==> config.mk <==
export PLATFORM = sky130hd
export DESIGN_NAME = colide_scan
export DESIGN_NICKNAME = d
export VERILOG_FILES = /design/src/rtl/colide_pkg.sv /design/src/rtl/obstacle_rom.sv /design/src/rtl/colide_scan.sv
export SDC_FILE = /design/constraint.sdc
export NUM_CORES = 1
export LEC_CHECK = 0
export ABC_CLOCK_PERIOD_IN_PS = 6000
export BUFFER_PORTS_ARGS = -buffer_cell sky130_fd_sc_hd__buf_2
export CAP_MARGIN = 20
export CORE_MARGIN = 2
export CORE_UTILIZATION = 45
export DETAILED_ROUTE_END_ITERATION = 8
export PLACE_DENSITY = 0.64
export SYNTH_ARGS = -nofsm -noshare
export SYNTH_HDL_FRONTEND = slang
export SYNTH_SLANG_ARGS = --single-unit
==> constraint.sdc <==
create_clock -name VGA_clk -period 6 [get_ports VGA_clk]
set_input_delay 0.9 -clock VGA_clk [delete_from_list [all_inputs] [get_ports VGA_clk]]
set_output_delay 0.9 -clock VGA_clk [all_outputs]
set_load 0.005 [all_outputs]
==> src/rtl/colide_pkg.sv <==
// colide_pkg: obstacle record type, screen defaults, FSM states and the default maze table.
package colide_pkg;
  localparam int SCREEN_W_DEF = 640;
  localparam int SCREEN_H_DEF = 480;
  localparam int MAZE_N = 10;
  typedef struct packed {
    logic [15:0] ini_x;
    logic [15:0] fin_x;
    logic [15:0] ini_y;
    logic [15:0] fin_y;
  } obst_t;
  typedef enum logic [1:0] {IDLE, SCAN, DONE} state_t;
  localparam obst_t MAZE [MAZE_N] = '{
    '{16'd100, 16'd350, 16'd100, 16'd105},
    '{16'd340, 16'd350, 16'd100, 16'd275},
    '{16'd100, 16'd280, 16'd170, 16'd175},
    '{16'd270, 16'd280, 16'd170, 16'd345},
    '{16'd400, 16'd410, 16'd200, 16'd470},
    '{16'd450, 16'd600, 16'd50,  16'd55},
    '{16'd100, 16'd105, 16'd250, 16'd470},
    '{16'd150, 16'd400, 16'd420, 16'd425},
    '{16'd500, 16'd505, 16'd100, 16'd400},
    '{16'd200, 16'd450, 16'd300, 16'd305}
  };
  // Indices past the built-in maze read as an all-zero, degenerate record that never hits.
  function automatic obst_t maze_at(input int i);
    return (i < MAZE_N) ? MAZE[$clog2(MAZE_N)'(i)] : '0;
  endfunction
endpackage

==> src/rtl/obstacle_rom.sv <==
// obstacle_rom: combinational lookup of one obstacle record from the package maze table.
module obstacle_rom
  import colide_pkg::*;
#(
  parameter int N_OBST = 10,
  localparam int IW = (N_OBST > 1) ? $clog2(N_OBST) : 1
) (
  input  logic [IW-1:0] i_idx,
  output obst_t         o_rec
);
  assign o_rec = maze_at(int'(i_idx));
endmodule

==> src/rtl/colide_scan.sv <==
// colide_scan: walks the obstacle table one entry per clock and reports, for all four
// directions at once, whether moving by step would hit an obstacle or leave the screen.
module colide_scan
  import colide_pkg::*;
#(
  parameter int N_OBST = 10,
  parameter int X_W = 10,
  parameter int Y_W = 9,
  parameter int SIZE_W = 7,
  parameter int STEP_W = 4,
  parameter int SCREEN_W = SCREEN_W_DEF,
  parameter int SCREEN_H = SCREEN_H_DEF,
  localparam int IW = (N_OBST > 1) ? $clog2(N_OBST) : 1
) (
  input  logic              VGA_clk,
  input  logic              reset,
  input  logic              start,
  input  logic [X_W-1:0]    xPos,
  input  logic [Y_W-1:0]    yPos,
  input  logic [SIZE_W-1:0] tamanho,
  input  logic [STEP_W-1:0] step,
  output logic              busy,
  output logic              done,
  output logic              colisao_max_y,
  output logic              colisao_min_y,
  output logic              colisao_max_x,
  output logic              colisao_min_x,
  output logic              hit_valid,
  output logic [IW-1:0]     first_hit
);
  localparam int AW = ((X_W > Y_W) ? X_W : Y_W) + 2;
  localparam logic [AW-1:0] SW = AW'(SCREEN_W);
  localparam logic [AW-1:0] SH = AW'(SCREEN_H);
  localparam logic [IW-1:0] LAST = IW'(N_OBST - 1);
  state_t        r_state;
  logic [IW-1:0] r_idx, r_fh;
  logic [AW-1:0] r_x, r_y, r_t, r_s;
  logic [3:0]    r_acc;
  logic          r_hv;
  obst_t         w_rec;
  logic [AW-1:0] w_ix, w_fx, w_iy, w_fy;
  logic [3:0]    w_hit, w_edge, w_acc;
  logic          w_any;
  obstacle_rom #(.N_OBST(N_OBST)) u_rom (.i_idx(r_idx), .o_rec(w_rec));
  // Half-open interval overlap; an inverted or empty obstacle span never overlaps.
  function automatic logic ov(input logic [AW-1:0] a, t, ini, fin);
    return (ini < fin) && (a + t > ini) && (a < fin);
  endfunction
  assign w_ix = AW'(w_rec.ini_x);
  assign w_fx = AW'(w_rec.fin_x);
  assign w_iy = AW'(w_rec.ini_y);
  assign w_fy = AW'(w_rec.fin_y);
  // Bit order everywhere: {max_y, min_y, max_x, min_x}.
  assign w_hit[3] = ov(r_x, r_t, w_ix, w_fx) && ov(r_y + r_s, r_t, w_iy, w_fy);
  assign w_hit[2] = ov(r_x, r_t, w_ix, w_fx) && ov(r_y - r_s, r_t, w_iy, w_fy);
  assign w_hit[1] = ov(r_x + r_s, r_t, w_ix, w_fx) && ov(r_y, r_t, w_iy, w_fy);
  assign w_hit[0] = ov(r_x - r_s, r_t, w_ix, w_fx) && ov(r_y, r_t, w_iy, w_fy);
  assign w_edge = {r_y + r_s + r_t > SH, r_y < r_s, r_x + r_s + r_t > SW, r_x < r_s};
  assign w_acc = r_acc | w_hit;
  assign w_any = |w_hit;
  always_ff @(posedge VGA_clk) begin
    if (reset) begin
      r_state <= IDLE;
      r_idx <= '0;
      r_fh <= '0;
      r_hv <= 1'b0;
      r_acc <= '0;
      r_x <= '0;
      r_y <= '0;
      r_t <= '0;
      r_s <= '0;
      busy <= 1'b0;
      done <= 1'b0;
      {colisao_max_y, colisao_min_y, colisao_max_x, colisao_min_x} <= '0;
      hit_valid <= 1'b0;
      first_hit <= '0;
    end else begin
      done <= 1'b0;
      case (r_state)
        IDLE: if (start) begin
          r_x <= AW'(xPos);
          r_y <= AW'(yPos);
          r_t <= AW'(tamanho);
          r_s <= AW'(step);
          r_acc <= '0;
          r_hv <= 1'b0;
          r_fh <= '0;
          r_idx <= '0;
          busy <= 1'b1;
          r_state <= SCAN;
        end
        SCAN: begin
          r_acc <= w_acc;
          if (w_any && !r_hv) begin
            r_hv <= 1'b1;
            r_fh <= r_idx;
          end
          // Results are registered on the way into DONE so done and the flags appear together.
          if (r_idx == LAST) begin
            {colisao_max_y, colisao_min_y, colisao_max_x, colisao_min_x} <= w_acc | w_edge;
            hit_valid <= r_hv | w_any;
            first_hit <= r_hv ? r_fh : (w_any ? r_idx : '0);
            done <= 1'b1;
            r_state <= DONE;
          end else begin
            r_idx <= r_idx + 1'b1;
          end
        end
        default: begin
          busy <= 1'b0;
          r_state <= IDLE;
        end
      endcase
    end
  end
endmodule

==> results of run 1 <==
-- area by class of cell --
class / count / area (um2) / area share (%)
clock buffers: 6 / 138.9 / 1.546
repair buffers: 58 / 327.8 / 3.649
well taps: 229 / 286.5 / 3.189
clock inverters: 2 / 15.01 / 0.1671
multi-input cells: 929 / 6844 / 76.17
inverters: 67 / 251.5 / 2.799
flip-flops and latches: 56 / 1121 / 12.48
-- timing repair --
action | in CTS | in global routing
gates resized for setup | 0 | 1
setup buffers | 0 | 0
endpoints found under the setup margin | 0 | 7
-- metrics by stage --
stage | instance area [um2] | util (%) | setup slack (ns) | power [mW] | hold slack (ns)
6_report | 8985 | 49.51 | 0.5158 | 1.553 | 0.4567
5_1_grt | 8985 | 49.51 | 0.1418 | 1.681 | 0.4664
4_1_cts | 8977 | 49.47 | 0.3538 | 1.547 | 0.4570
3_5_place_dp | 8823 | 48.62 | 0.3706 | 1.241 | 0.4438
3_3_place_gp | 8823 | 48.62 | 0.4624 | 1.234 | 0.4398
2_1_floorplan | 8384 | - | 0.9736 | 1.030 | 0.4480
-- routing by layer --
layer	vias up	track usage, %	wire length, um
met5	-	0	0
met4	0	5.895	444
met3	23	2.222	1782
met2	306	40.51	10890
met1	3666	38.77	12250
li1	3979	-	-
-- power by group --
| group | leakage (nW) | total, mW | switching [mW] | internal, mW |
|---|---|---|---|---|
| registers | 0.457 | 0.427 | 0.0405 | 0.386 |
| clock network | 0.0691 | 0.303 | 0.137 | 0.166 |
| logic | 3.79 | 0.823 | 0.475 | 0.348 |
-- final timing paths --
check / from / to / cells past startpoint
max: r_s[1] / r_hv / 20
min: first_hit[2] / first_hit[2] / 2
max reg2reg: r_s[1] / r_hv / 20
min reg2reg: first_hit[2] / first_hit[2] / 2
-- worst max-delay path, delay by kind of cell, from the launching register on --
family | cells | cell delay (ns)
buf+inv | 2 | 0.30
xor+xnor | 2 | 0.33
fa+ha+maj | 3 | 0.93
flops | 1 | 0.49
simple gates | 5 | 0.86
compound gates | 8 | 2.47
-- state kept, by name, indices dropped and copies added (netlist names) --
name and flops:
r_x 10, r_y 9, r_t 7, first_hit 4, r_acc 4, r_fh 4
r_idx 4, r_s 4, r_state 2, busy 1, colisao_max_x 1, colisao_max_y 1
colisao_min_x 1, colisao_min_y 1, done 1, hit_valid 1, r_hv 1
-- cells in the final DEF (no fill, tap or decap), types with 8 or more instances in the layout --
cell type,Yosys,routed
nand2b_1,23,23
ha_1,189,189
nand3_1,27,27
xnor2_1,50,50
buf_2,4,43
a31oi_1,8,8
o21ai_0,48,48
nand2_1,117,117
nor3_1,25,25
a211oi_1,10,10
inv_1,67,67
a21oi_1,104,104
dfxtp_1,56,56
a21o_1,19,19
fa_1,10,10
xor2_1,20,20
nor2b_1,16,16
nor2_1,97,97
o21a_1,21,21
buf_4,1,15
nand4_1,11,11
-- cell families (layout without fill, tap and decap cells) --
logic type | Yosys count | after routing | synth area share (%)
compound gates | 292 | 292 | 22.47
xor+xnor | 70 | 70 | 7.312
fa+ha+maj | 199 | 199 | 30.59
buf+inv | 107 | 133 | 5.089
flops | 56 | 56 | 13.37
mux | 6 | 6 | 0.7163
simple gates | 362 | 362 | 20.45
==> summary.txt, run 1 <==
Max incr delay on CP = 0.57 ns
Worst Path Required = 6.19 ns
Mapped Area = 8384 um2
Crit path kind = flip-flop to flip-flop
Rel. slew slack = 27.75%
Global-route wire length before repair = 40430 um
Top cells by area, synth = ha_1, dfxtp_1, a21oi_1, nand2_1, xnor2_1
Endpoint type of the worst setup path = flip-flop
Maxcap violations = 0
ANT cells = 0
Die ar. = 19740 um2
Count of different cell masters after synthesis = 76
Clk sinks = 56
DR vias = 7974
Clk root buf = clkbuf_16
Async S/R FF share, synth = 0%
CTS max path bufs = 2
Crit-path cells = inv_1 -> ha_1 -> or3b_2 -> a31oi_1 -> or2_2 -> nand2_1 -> xnor2_1 -> ha_1 -> o41ai_2 -> xnor2_1 -> ha_1 -> a2111oi_0 -> nand2_1 -> a31oi_1 -> nor3_1 -> o2111ai_1 -> inv_1 -> o2111a_1 -> o311a_1 -> o21ba_1
Post-synth top area share = 28.20%
EDFF count, synth = 0
Gpl congestion = 0.9939
Syn_area_per_cell = 7.678 um2
Synth cell count leaders = ha_1, nand2_1, a21oi_1
Synthesized instance count = 1092
Core area = 18150 um2
Port Buffers = 43
Final period utilization = 91.40%
Hold-fix buffers, CTS = 0
Syn Nets = 1324
Routed Antenna Nets = 0
Least-Margin Pin Slew = 1.080 ns
Non-filler cells, final = 1347
First-pass DRT Iterations = 5
Top-count cell post-synth = ha_1
Final worst path period need = 5.484 ns
Final hold viol count = 0
Die H = 140.5 um
PwrDens = 172.9 nW/um2
Total wire length = 25370 um
Initial antenna violation count = 0
P_leak = 4.316 nW
# fillers = 1809
YS warnings = 0
Sequential area share after synthesis = 13.37%
Fin nets = 1349
WL/cell = 18.83 um
Hold Crit Class = flip-flop to flip-flop
CTS tree = built
Critical Path AT = 5.68 ns
DP Wirelength = 20410 um
Clock slew at reported path FFs = 0.07 ns
Status = completed
Num rows = 49
Worst setup SP type = flip-flop
Clk_skew = 0.004968 ns
Leading area contributor after synthesis = ha_1
Vias in the first global route = 7398
Final setup TNS = 0 ns
Placed cell count = 1339
Cell mode on critical path = ha_1
Via/cell ratio = 5.920
Critical Path Fanout Max = 6
Area Overhead vs Synth = 7.163%
H-tree depth = 2
RSZ-0062 raised after global routing = no
Largest net degree at the start of global routing = 62
Iter 0 DRT Violations = 650
Post-route DRC = 0
Slew Limit Fails = 0
Total grt overflow = 0
Gr usage total = 25.94%
CTS Buf Count = 5
Peak supply drop = 0.0002174 V
Share of cells above drive strength 1 = 7.245%
Top_reg_cell synth = dfxtp_1
IO Count = 44
FMAX = 0.1823 GHz
CP max stage cell = o41ai_2
# setup viols final = 0
Worst-Skew Late Latency = 0.30 ns
Die width = 140.5 um
Starting Density = 46.20%
Seq cells post-synth = 56
R2R setup slack = 0.52 ns
Power figures use the tool's default switching activity.
==> inputs of run 2 (changes only) <==
- CTS_BUF_LIST: unset -> sky130_fd_sc_hd__clkbuf_8
==> run 2 against run 1 <==
Against the previous run: worst hold slack better by 0.0092 ns; final cell count unchanged; die area unchanged; critical endpoint unchanged; highest routed layer unchanged.
==> summary.txt, run 2 (synthesis results as in run 1) <==
Status = completed
Global-route wire length before repair = 40390 um (-0.12%)
Hold Crit Class = flip-flop to flip-flop
Worst setup SP type = flip-flop
Iter 0 DRT Violations = 687 (+5.7%)
Peak supply drop = 0.0001707 V (-22%)
Worst-Skew Late Latency = 0.31 ns (about the same)
Hold WS = 0.4659 ns (+0.009203 ns)
Total grt overflow = 0 (unchanged)
RSZ-0062 raised after global routing = no
WL/cell = 18.81 um (-0.13%)
WHS Path Cells = 2 (unchanged)
Clock slew at reported path FFs = 0.10 ns (+0.03 ns)
Most frequent cells in the layout = ha_1, nand2_1, a21oi_1, nor2_1, inv_1
CTS tree = built
CP max stage cell = o41ai_2
Largest net degree at the start of global routing = 62 (unchanged)
Slew Limit Fails = 0 (unchanged)
Clk sinks = 56 (unchanged)
Crit path kind = flip-flop to flip-flop
Critical path origin = r_s[1]
Global route hottest layer = met2
Share of cells above drive strength 1 = 7.245% (unchanged)
Total wire length = 25340 um (-0.13%)
Final hold viol count = 0 (unchanged)
Die ar. = 19740 um2 (unchanged)
Post-route DRC = 0 (unchanged)
DR vias = 8032 (+0.73%)
Met3 usage = 2.325% (+0.10 points)
R2R setup slack = 0.53 ns (about the same)
Worst Path Buf+Inv = 2 (unchanged)
Port Buffers = 43 (unchanged)
Rel. slew slack = 28.65% (+0.90 points)
FMAX = 0.1827 GHz (+0.21%)
Reg power frac = 29.1% (+1.6 points)
Top reg by flops = r_x
Cell mode on critical path = ha_1
Area Overhead vs Synth = 6.492%
Core area = 18150 um2 (unchanged)
Final setup TNS = 0 ns (unchanged)
Critical Path AT = 5.69 ns (about the same)
Met2 Usage GRT = 40.45% (-0.052 points)
Worst Path Required = 6.21 ns (+0.02 ns)
Die H = 140.5 um (unchanged)
Gr usage total = 25.84% (-0.10 points)
First-pass DRT Iterations = 5 (unchanged)
Vias in the first global route = 7386 (-0.16%)
Biggest regs = r_x: 10 flops, r_y: 9 flops, r_t: 7 flops
Sw Pwr = 641.0 uW (-1.8%)
# setup viols final = 0 (unchanged)
Via/cell ratio = 5.963 (+0.73%)
Crit-path cells = inv_1 -> ha_1 -> or3b_2 -> a31oi_1 -> or2_2 -> nand2_1 -> xnor2_1 -> ha_1 -> o41ai_2 -> xnor2_1 -> ha_1 -> a2111oi_0 -> nand2_1 -> a31oi_1 -> nor3_1 -> o2111ai_1 -> inv_1 -> o2111a_1 -> o311a_1 -> o21ba_1
Worst Setup EP = r_hv
Number of cells on the critical path = 20 (unchanged)
Endpoint type of the worst setup path = flip-flop
P_leak = 4.290 nW (-0.59%)
Least-Margin Pin Slew = 1.066 ns (-0.01349 ns)
Starting Density = 46.20% (unchanged)
Reg2reg end = r_hv
Clk root buf = clkbuf_8
Final period utilization = 91.21% (-0.20 points)
R2R cell count = 20 (unchanged)
Gpl congestion = 0.9939 (unchanged)
CTS max path bufs = 2 (unchanged)
DP Wirelength = 20410 um (unchanged)
PwrDens = 164.5 nW/um2 (-4.8%)
Internal Power = 828.1 uW (-8.1%)
Routed Antenna Nets = 0 (unchanged)
Sw Share = 43.63% (+1.6 points)
Hold-fix buffers, CTS = 0 (unchanged)
Reg-to-Reg Start = r_s[1]
CP top delay family = compound AO/OA/AOI/OAI gates
Initial antenna violation count = 0 (unchanged)
Grt met1 use = 38.77% (unchanged)
Final worst path period need = 5.472 ns (-0.01172 ns)
Clk_skew = 0.004461 ns (-0.0005065 ns)
Num rows = 49 (unchanged)
Critical Path Fanout Max = 6 (unchanged)
Clock power share = 14.9% (-4.6 points)
Max FFs per register = 10 (unchanged)
Share of power burned in combinational logic = 56.1% (+3.1 points)
Maxcap violations = 0 (unchanged)
CTS Buf Count = 5 (unchanged)
Die width = 140.5 um (unchanged)
Commonest non-fill, non-tap cell in the layout = ha_1
Max incr delay on CP = 0.56 ns (about the same)
IO Count = 44 (unchanged)
ANT cells = 0 (unchanged)
Fin nets = 1349 (unchanged)
H-tree depth = 2 (unchanged)
run 2: power groups by stage:
stage / Sequential (mW) / Combinational (mW) / Clock (mW)
floorplan: 0.413 / 0.617 / 0
detailed placement: 0.435 / 0.806 / 0
global route: 0.429 / 0.930 / 0.237
finish: 0.427 / 0.824 / 0.218
global placement: 0.435 / 0.799 / 0
CTS: 0.426 / 0.812 / 0.225
run 2: how the worst min path moves through the flow:
stage / start / to / slack [ns]
2_1_floorplan: r_fh[2] / first_hit[2] / 0.45
3_3_place_gp: first_hit[2] / first_hit[2] / 0.44
3_5_place_dp: first_hit[2] / first_hit[2] / 0.44
4_1_cts: first_hit[2] / first_hit[2] / 0.46
5_1_grt: first_hit[2] / first_hit[2] / 0.47
6_report: first_hit[2] / first_hit[2] / 0.47
run 2: repair_timing:
item / CTS / global route
resized for setup: 0 / 1
buffers inserted: 0 / 0
setup endpoints to repair: 0 / 7
run 2: worst register-to-register path, delay by kind of cell (launching register included):
| kind | cells | cell delay (ns) |
|---|---|---|
| buffers and inverters | 2 | 0.30 |
| flip-flops | 1 | 0.50 |
| AND/OR/NAND/NOR | 5 | 0.86 |
| AO/OA/AOI/OAI | 8 | 2.47 |
| adder cells (fa/ha/maj) | 3 | 0.92 |
| XOR/XNOR | 2 | 0.32 |
run 2: cell type report:
cell class                      instances  area, um2
Clock buffer                            6      82.58
Fill cell                            1817       9219
Clock inverter                          2      15.01
Sequential cell                        56       1121
Tap cell                              229      286.5
Timing Repair Buffer                   58      327.8
Multi-Input combinational cell        929       6844
Inverter                               67      251.5
run 2: routing by layer:
metal | vias to the layer above | wire length (um)
met1 | 3692 | 12180
met4 | 0 | 388
met3 | 29 | 1931
met2 | 322 | 10840
met5 | - | 0
li1 | 3989 | -
run 2: per-stage QoR:
step / cells / instance area [um2] / power, mW / utilization [%] / worst slack [ns]
global placement: 1339 / 8823 / 1.234 / 48.62 / 0.4624
CTS: 1347 / 8921 / 1.463 / 49.16 / 0.3481
global route: 1347 / 8929 / 1.597 / 49.20 / 0.1368
finish: 1347 / 8929 / 1.469 / 49.20 / 0.5275
floorplan: 1092 / 8384 / 1.030 / - / 0.9736
detailed placement: 1339 / 8823 / 1.241 / 48.62 / 0.3706
==> inputs of run 3 (changes only) <==
- CTS_BUF_LIST: sky130_fd_sc_hd__clkbuf_8 -> sky130_fd_sc_hd__clkbuf_4
==> run 3 against run 2 <==
Against the previous run: non-clock buffer count unchanged; global-route usage about the same; utilization down 0.21 points; first-iteration DRC count down 9.6%; sequential power about the same; combinational power about the same; critical path depth unchanged; clock skew up 0.0048 ns; critical path type unchanged; largest power group unchanged.
==> summary.txt, run 3 (synthesis results as in run 1) <==
Final hold viol count = 0 (unchanged)
Endpoint type of the worst setup path = flip-flop
IO Count = 44 (unchanged)
P_leak = 4.272 nW (-0.43%)
Total wire length = 25420 um (+0.32%)
Final worst path period need = 5.490 ns (+0.01778 ns)
Crit path kind = flip-flop to flip-flop
Overall power = 1.420 mW (-3.4%)
Rel. slew slack = 28.52% (-0.14 points)
First-pass DRT Iterations = 5 (unchanged)
Crit-path cells = inv_1 -> ha_1 -> or3b_2 -> a31oi_1 -> or2_2 -> nand2_1 -> xnor2_1 -> ha_1 -> o41ai_2 -> xnor2_1 -> ha_1 -> a2111oi_0 -> nand2_1 -> a31oi_1 -> nor3_1 -> o2111ai_1 -> inv_1 -> o2111a_1 -> o311a_1 -> o21ba_1
Die ar. = 19740 um2 (unchanged)
Largest net degree at the start of global routing = 62 (unchanged)
# fillers = 1824 (+0.39%)
PwrDens = 159.7 nW/um2 (-3.0%)
Port Buffers = 43 (unchanged)
Gpl congestion = 0.9939 (unchanged)
DP Wirelength = 20410 um (unchanged)
Die H = 140.5 um (unchanged)
Critical Path AT = 5.79 ns (+0.10 ns)
Share of cells above drive strength 1 = 7.156% (-0.089 points)
Die width = 140.5 um (unchanged)
RSZ-0062 raised after global routing = no
Via/cell ratio = 5.970 (+0.11%)
Status = completed
Clk root buf = clkbuf_4
Hold Startpoint = first_hit[2]
WL met3 = 1761 um (-8.8%)
Gr usage total = 25.88% (+0.036 points)
CTS Buf Count = 5 (unchanged)
Least-Margin Pin Slew = 1.068 ns (+0.002034 ns)
Worst Path Buf+Inv = 2 (unchanged)
Met1 wire length = 12370 um (+1.6%)
Reg-to-Reg Start = r_s[1]
Initial antenna violation count = 1 (+1)
DR vias = 8047 (+0.19%)
Worst setup SP type = flip-flop
Biggest regs = r_x: 10 flops, r_y: 9 flops, r_t: 7 flops
Num rows = 49 (unchanged)
Worst-Skew Late Latency = 0.39 ns (+0.08 ns)
Vias in the first global route = 7396 (+0.14%)
Max FFs per register = 10 (unchanged)
Clk_skew = 0.009262 ns (+0.004800 ns)
Final period utilization = 91.50% (+0.30 points)
Maxcap violations = 0 (unchanged)
Routed Antenna Nets = 0 (unchanged)
CP max stage cell = o41ai_2
CP top delay family = compound AO/OA/AOI/OAI gates
Fin util = 48.99% (-0.21 points)
Starting Density = 46.20% (unchanged)
Worst Path Required = 6.30 ns (+0.09 ns)
Total grt overflow = 0 (unchanged)
Iter 0 DRT Violations = 621 (-9.6%)
CTS max path bufs = 2 (unchanged)
Cell mode on critical path = ha_1
Top Metal Used = met4
Slew Limit Fails = 0 (unchanged)
H-tree depth = 2 (unchanged)
Critical path origin = r_s[1]
Area Overhead vs Synth = 6.029%
CTS tree = built
Most frequent cells in the layout = ha_1, nand2_1, a21oi_1, nor2_1, inv_1
Top reg by flops = r_x
Fin nets = 1349 (unchanged)
Critical Path Fanout Max = 6 (unchanged)
Global-route wire length before repair = 40390 um (unchanged)
Hold Crit Class = flip-flop to flip-flop
Clk sinks = 56 (unchanged)
Clock slew at reported path FFs = 0.16 ns (+0.06 ns)
FMAX = 0.1821 GHz (-0.32%)
Peak supply drop = 0.0001685 V (-1.3%)
Max incr delay on CP = 0.56 ns (about the same)
Final setup TNS = 0 ns (unchanged)
Core area = 18150 um2 (unchanged)
WL/cell = 18.86 um (+0.24%)
Commonest non-fill, non-tap cell in the layout = ha_1
# setup viols final = 0 (unchanged)
Post-route DRC = 0 (unchanged)
R2R setup slack = 0.51 ns (-0.02 ns)
WL met2 = 10890 um (+0.42%)
## run 3: cell types whose count changed in the layout (fill, tap and decap cells not counted)
cell	previous run	this run
clkbuf_8	6	0
clkbuf_4	0	5
clkinv_1	0	1
diode_2	0	1
## run 3: per-layer routing
metal  vias to the layer above  track usage (%)
met4                         0            5.579
met1                      3696            38.75
met3                        25            2.222
met2                       340            40.45
met5                         -                0
li1                       3986                -
## run 3: layout make-up
class | instances | area [um2] | area share, %
multi-input cells | 929 | 6844 | 76.99
clock inverters | 3 | 18.77 | 0.2111
well taps | 229 | 286.5 | 3.223
clock buffers | 5 | 37.54 | 0.4222
inverters | 67 | 251.5 | 2.829
diodes | 1 | 2.502 | 0.02815
repair buffers | 58 | 327.8 | 3.688
flip-flops and latches | 56 | 1121 | 12.61
## run 3: metrics by stage
| step | area (um2) | hold slack (ns) | instances | setup slack (ns) |
|---|---|---|---|---|
| 6_report | 8890 | 0.4726 | 1348 | 0.5098 |
| 5_1_grt | 8890 | 0.4767 | 1348 | 0.1229 |
| 4_1_cts | 8880 | 0.4673 | 1347 | 0.3402 |
| 3_5_place_dp | 8823 | 0.4438 | 1339 | 0.3706 |
| 3_3_place_gp | 8823 | 0.4398 | 1339 | 0.4624 |
| 2_1_floorplan | 8384 | 0.4480 | 1092 | 0.9736 |
## run 3: worst paths after layout
kind | endpoint | depth (start not counted)
setup reg to reg | r_hv | 20
hold / removal | first_hit[2] | 2
setup / recovery | r_hv | 20
hold reg to reg | first_hit[2] | 2
## run 3: power by group
group | leakage, nW | internal (mW) | switching [mW]
Combinational | 3.79 | 0.348 | 0.477
Clock | 0.0249 | 0.0444 | 0.122
Sequential | 0.457 | 0.387 | 0.0407
## run 3: worst register-to-register path, cell delays in order (launching register included)
cell	delay, ns
dfxtp_1	0.52
inv_1	0.20
ha_1	0.32
or3b_2	0.48
a31oi_1	0.22
or2_2	0.16
nand2_1	0.06
xnor2_1	0.18
ha_1	0.27
o41ai_2	0.56
xnor2_1	0.14
ha_1	0.34
a2111oi_0	0.40
nand2_1	0.09
a31oi_1	0.16
nor3_1	0.07
o2111ai_1	0.19
inv_1	0.10
o2111a_1	0.31
o311a_1	0.42
o21ba_1	0.21
## run 3: what timing repair did
item | 4_1_cts | 5_1_grt
setup buffers | 0 | 0
setup endpoints to repair | 0 | 7
hold buffers | 0 | 0
resized for setup | 0 | 1
